`src/rtl/tx_resp_arbiter.sv`:
```
// rtl/tx_resp_arbiter.sv - two-source response arbiter feeding the UART TX async-FIFO write port
//
// Purpose:
//   Shares one FIFO write port between register-file read data (1 byte) and
//   ALU results (2 bytes, LSB first). Each source has a one-entry holding
//   register with a VLD/RDY handshake. A frame is always written whole; the
//   ALU HI byte directly follows the LO byte. FIFO_FULL stalls the frame, and
//   stalled cycles are counted in a saturating debug counter.
//
// Ports:
//   CLK        in   system clock, all logic on posedge
//   RST        in   synchronous active-low reset
//   RF_DATA    in   register-file read byte
//   RF_VLD     in   RF_DATA valid (accepted when RF_VLD && RF_RDY)
//   RF_RDY     out  RF holding register empty
//   ALU_DATA   in   ALU result (2*BYTE)
//   ALU_VLD    in   ALU_DATA valid (accepted when ALU_VLD && ALU_RDY)
//   ALU_RDY    out  ALU holding register empty
//   FIFO_FULL  in   FIFO full flag, write-domain view
//   TX_P_Data  out  byte presented to the FIFO (0 when idle)
//   TX_D_VLD   out  FIFO write enable
//   BUSY       out  FSM active or either holding register occupied
//   STALL_CNT  out  saturating count of cycles blocked by FIFO_FULL

module tx_resp_arbiter #(
  parameter int BYTE    = 8,
  parameter bit RR_MODE = 1'b1,
  parameter int STALL_W = 8
) (
  input  logic                 CLK,
  input  logic                 RST,
  input  logic [BYTE-1:0]      RF_DATA,
  input  logic                 RF_VLD,
  output logic                 RF_RDY,
  input  logic [2*BYTE-1:0]    ALU_DATA,
  input  logic                 ALU_VLD,
  output logic                 ALU_RDY,
  input  logic                 FIFO_FULL,
  output logic [BYTE-1:0]      TX_P_Data,
  output logic                 TX_D_VLD,
  output logic                 BUSY,
  output logic [STALL_W-1:0]   STALL_CNT
);

  typedef enum logic [1:0] {
    IDLE    = 2'd0,
    SEND_RF = 2'd1,
    SEND_LO = 2'd2,
    SEND_HI = 2'd3
  } state_t;

  state_t              state;
  state_t              state_nxt;

  logic                rf_v;
  logic [BYTE-1:0]     rf_q;
  logic                alu_v;
  logic [2*BYTE-1:0]   alu_q;
  logic                rr_last_alu;   // 1 = last grant went to ALU
  logic [STALL_W-1:0]  stall_q;

  logic                rf_acc;
  logic                alu_acc;
  logic                wr_ok;         // a SEND state may write this cycle
  logic                tie_alu;       // who wins when both sources are pending

  assign rf_acc  = RF_VLD && !rf_v;
  assign alu_acc = ALU_VLD && !alu_v;
  assign wr_ok   = (state != IDLE) && !FIFO_FULL;
  assign tie_alu = RR_MODE ? !rr_last_alu : 1'b1;

  // State register, plus the round-robin pointer which only moves on a grant.
  always_ff @(posedge CLK) begin
    if (!RST) begin
      state       <= IDLE;
      rr_last_alu <= 1'b1;
    end else begin
      state <= state_nxt;
      if (state == IDLE && state_nxt == SEND_RF) rr_last_alu <= 1'b0;
      if (state == IDLE && state_nxt == SEND_LO) rr_last_alu <= 1'b1;
    end
  end

  // Next-state logic. Arbitration looks only at registered valids, so an
  // accept in an IDLE cycle is granted on the following cycle.
  always_comb begin
    state_nxt = state;
    case (state)
      IDLE: begin
        if (rf_v && alu_v)  state_nxt = tie_alu ? SEND_LO : SEND_RF;
        else if (rf_v)      state_nxt = SEND_RF;
        else if (alu_v)     state_nxt = SEND_LO;
      end
      SEND_RF: if (!FIFO_FULL) state_nxt = IDLE;
      SEND_LO: if (!FIFO_FULL) state_nxt = SEND_HI;
      SEND_HI: if (!FIFO_FULL) state_nxt = IDLE;
      default: state_nxt = IDLE;
    endcase
  end

  // Output decode: the byte stays on TX_P_Data while stalled.
  always_comb begin
    TX_D_VLD  = wr_ok;
    TX_P_Data = '0;
    case (state)
      SEND_RF: TX_P_Data = rf_q;
      SEND_LO: TX_P_Data = alu_q[BYTE-1:0];
      SEND_HI: TX_P_Data = alu_q[2*BYTE-1:BYTE];
      default: TX_P_Data = '0;
    endcase
  end

  // Holding registers. Data is frozen while valid; valid drops on the edge
  // that writes the frame's last byte, so RDY rises one cycle later.
  always_ff @(posedge CLK) begin
    if (!RST) begin
      rf_v  <= 1'b0;
      rf_q  <= '0;
      alu_v <= 1'b0;
      alu_q <= '0;
    end else begin
      if (rf_acc) begin
        rf_v <= 1'b1;
        rf_q <= RF_DATA;
      end else if (state == SEND_RF && !FIFO_FULL) begin
        rf_v <= 1'b0;
      end

      if (alu_acc) begin
        alu_v <= 1'b1;
        alu_q <= ALU_DATA;
      end else if (state == SEND_HI && !FIFO_FULL) begin
        alu_v <= 1'b0;
      end
    end
  end

  always_ff @(posedge CLK) begin
    if (!RST) begin
      stall_q <= '0;
    end else if (state != IDLE && FIFO_FULL && stall_q != {STALL_W{1'b1}}) begin
      stall_q <= stall_q + {{(STALL_W-1){1'b0}}, 1'b1};
    end
  end

  assign RF_RDY    = !rf_v;
  assign ALU_RDY   = !alu_v;
  assign BUSY      = (state != IDLE) || rf_v || alu_v;
  assign STALL_CNT = stall_q;

endmodule

```
`config.mk`:
```
export PLATFORM = sky130hd
export DESIGN_NAME = tx_resp_arbiter
export DESIGN_NICKNAME = d
export VERILOG_FILES = /design/src/rtl/tx_resp_arbiter.sv
export SDC_FILE = /design/constraint.sdc
export NUM_CORES = 1
export LEC_CHECK = 0
export ABC_AREA = 1
export ABC_CLOCK_PERIOD_IN_PS = 1700
export BUFFER_PORTS_ARGS = -buffer_cell sky130_fd_sc_hd__buf_2
export CAP_MARGIN = 20
export CORE_AREA = 8 8 89 71
export DETAILED_ROUTE_END_ITERATION = 6
export DIE_AREA = 0 0 97 79
export HOLD_SLACK_MARGIN = 0.12
export PLACE_DENSITY = 0.55
export SKIP_LAST_GASP = 1
export SLEW_MARGIN = 20
export SYNTH_ARGS = -nofsm -noshare
export SYNTH_HDL_FRONTEND = slang
export SYNTH_SLANG_ARGS = --single-unit
```
`constraint.sdc`:
```
create_clock -name CLK -period 1.7 [get_ports CLK]
set_input_delay 0.255 -clock CLK [delete_from_list [all_inputs] [get_ports CLK]]
set_output_delay 0.255 -clock CLK [all_outputs]
set_load 0.005 [all_outputs]
```
==> run metrics <==
status=finished clean; vias post-DR=1625; CTS buffer count=5; Post-CTS Setup Inserts=0; crit path kind=flip-flop to output pin; Met1 Wirelength=2350 um; wire per inst=12.5 um; Mapped Cells=244; setup tns final=0 ns; Place WS=0.190 ns; clock transition at the registers of the reported paths=0.07 ns; CTS max path bufs=2; Post-synth EDFFs=0; core area=5040 um2; Row Count=23; Routed Antenna Nets=0; Pleak=0.957 nW; Avg Cell Area, Syn=6.81 um2; top_reg_cell synth=dfxtp_1; Final setup viols=0; reg2reg setup slack=0.22 ns; Initial Util=33.0%; worst slew pin tran=0.501 ns; ratio of cells with drive above 1 in the final layout=23.4%; Top-Level Pins=49; YS warnings=0; DR WL met3=282 um; fillers=554; VDD IR-drop max=0.436 mV; Port Buffers=48; Worst setup SP type=flip-flop; Final Util=40.5%; CTS Sinks=37; H-tree depth=2; total die area=7660 um2; cell area after synthesis=1660 um2; crit end category=output pin; critical path fanouts, max=8; max_cap viols=0; number of inserted diodes=0; TritonCTS clock tree=yes; # DRC=0; Final #Nets=324; total congestion overflow=0; Tot Pwr=1.80 mW; Tot GR Track Use=11.3%; initial antenna violation count=0; final hold vios=0; Critical Path Sink=TX_P_Data[1]; fin crit share=87.6%; FF-to-FF path depth=8; Req. time, crit path=1.44 ns; register area share after synthesis=44.6%; clock latency on the worst-skew pair=0.28 ns; syn_nets=274; WL met2=1820 um; clock root cell=clkbuf_8; Layout Area Growth over Synthesis=22.9%; R2R Path Start=STALL_CNT[0]; distinct cell type count after synthesis=24; vias in the first global route=1460; Pre-antenna DRT Iters=4; highest routed layer=met4; Hold WC Path Type=input pin to flip-flop; crit path time final=1.49 ns; power per cell area=884 nW/um2; Max-slew headroom=66.5%; Worst Setup SP=state[1]; first-pass GRT wire length=7230 um; Post-DP HPWL=3380 um; flop and latch count out of synthesis=37; Initial DRC Count=96; R2R Path End=STALL_CNT[7]; GPL Wtd Cong=0.810; largest net degree at the start of global routing=24; routed wire length=4470 um; RSZ-0062 raised after global routing=no; FMAX=0.671 GHz; worst clock skew=0.00563 ns; Slew Viols, Final=0; Die H=79 um; ys async rst share=0%; DIE WIDTH=97 um; vias per cell=4.55; final worst setup slack=0.210 ns; CP Data Arrival Time=1.23 ns
## metal layers
metal,up-vias,track usage [%]
met5,-,0
met4,0,2.76
met3,2,4.16
met2,42,15.8
met1,700,16.0
li1,881,-
## metrics by stage
step | cell area, um2 | hold WS [ns] | cells
floorplan | 1660 | 0.419 | 244
global placement | 1950 | 0.442 | 349
detailed placement | 1950 | 0.446 | 349
CTS | 2030 | 0.221 | 357
global route | 2040 | 0.232 | 357
finish | 2040 | 0.221 | 357
## worst min path at each step
stage,depth (start not counted),end,from,slack (ns)
final,3,rf_q[3],RF_DATA[3],0.22
after global placement,2,rr_last_alu,rr_last_alu,0.44
after global routing,3,alu_q[12],ALU_DATA[12],0.23
after CTS,3,alu_q[8],ALU_DATA[8],0.22
after floorplan,2,alu_q[0],ALU_DATA[0],0.42
after detailed placement,2,rr_last_alu,rr_last_alu,0.45
## flip-flops by register name, indices dropped and copies added (netlist names)
name         count
state            2
alu_v            1
alu_q           16
rf_q             8
STALL_CNT        8
rr_last_alu      1
rf_v             1
## cells in the final DEF (no fill, tap or decap)
| cell | instances |
|---|---|
| nand3_2 | 1 |
| clkinvlp_4 | 1 |
| or2_2 | 1 |
| dfxtp_2 | 1 |
| a31oi_1 | 1 |
| inv_2 | 3 |
| nor3_1 | 1 |
| clkinv_2 | 2 |
| nor2_2 | 1 |
| o21ai_0 | 28 |
| buf_4 | 3 |
| nand3b_1 | 1 |
| inv_1 | 15 |
| nor2_1 | 62 |
| clkbuf_8 | 5 |
| dfxtp_1 | 36 |
| nand3_1 | 23 |
| nor2_4 | 1 |
| clkbuf_1 | 1 |
| nand4_1 | 5 |
| nand2_2 | 2 |
| ha_1 | 1 |
| a21oi_1 | 8 |
| nand2_1 | 44 |
| buf_2 | 48 |
## synthesized netlist by cell type, types with 2 or more instances
library cell | n | area share (%)
nor2_1 | 62 | 14
nand3_1 | 23 | 6.9
inv_1 | 17 | 3.8
clkbuf_1 | 3 | 0.68
o21ai_0 | 28 | 8.4
a21oi_1 | 8 | 2.4
dfxtp_1 | 37 | 45
nand2_1 | 45 | 10
buf_6 | 2 | 1.4
nand4_1 | 5 | 1.9
## logic make-up (layout without fill, tap and decap cells)
logic type      count (synthesis)  after routing  synth area share, %
fa+ha+maj                       1              1                0.753
buf+inv                        27             78                 7.30
flops                          37             37                 44.6
simple gates                  142            142                 36.1
compound gates                 37             37                 11.2
## what timing repair did
| action | 4_1_cts | 5_1_grt |
|---|---|---|
| hold buffers | 0 | 0 |
| gates resized for setup | 0 | 5 |
| endpoints found under the setup margin | 0 | 7 |
## power breakdown
part | switching, mW | internal [mW] | leakage [nW]
Sequential | 0.0402 | 0.930 | 0.305
Combinational | 0.155 | 0.104 | 0.607
Clock | 0.292 | 0.284 | 0.0450
Total | 0.487 | 1.32 | 0.957
## critical path: stages (launching register included)
cell and delay, ns:
dfxtp_1 0.39, inv_1 0.08, nand2_1 0.09, inv_2 0.07
nand2_1 0.09, nand3_1 0.09, buf_2 0.14
## final cells by class
class / count / area (um2) / share of cell area, %
clock buffer: 6 / 72.6 / 3.55
clock inverter: 2 / 10.0 / 0.490
inverter: 19 / 75.1 / 3.68
multi-input combinational: 180 / 802 / 39.3
sequential: 37 / 742 / 36.3
tap: 62 / 77.6 / 3.80
timing repair buffer: 51 / 263 / 12.9
No activity file was read; power rests on OpenSTA's default activity.
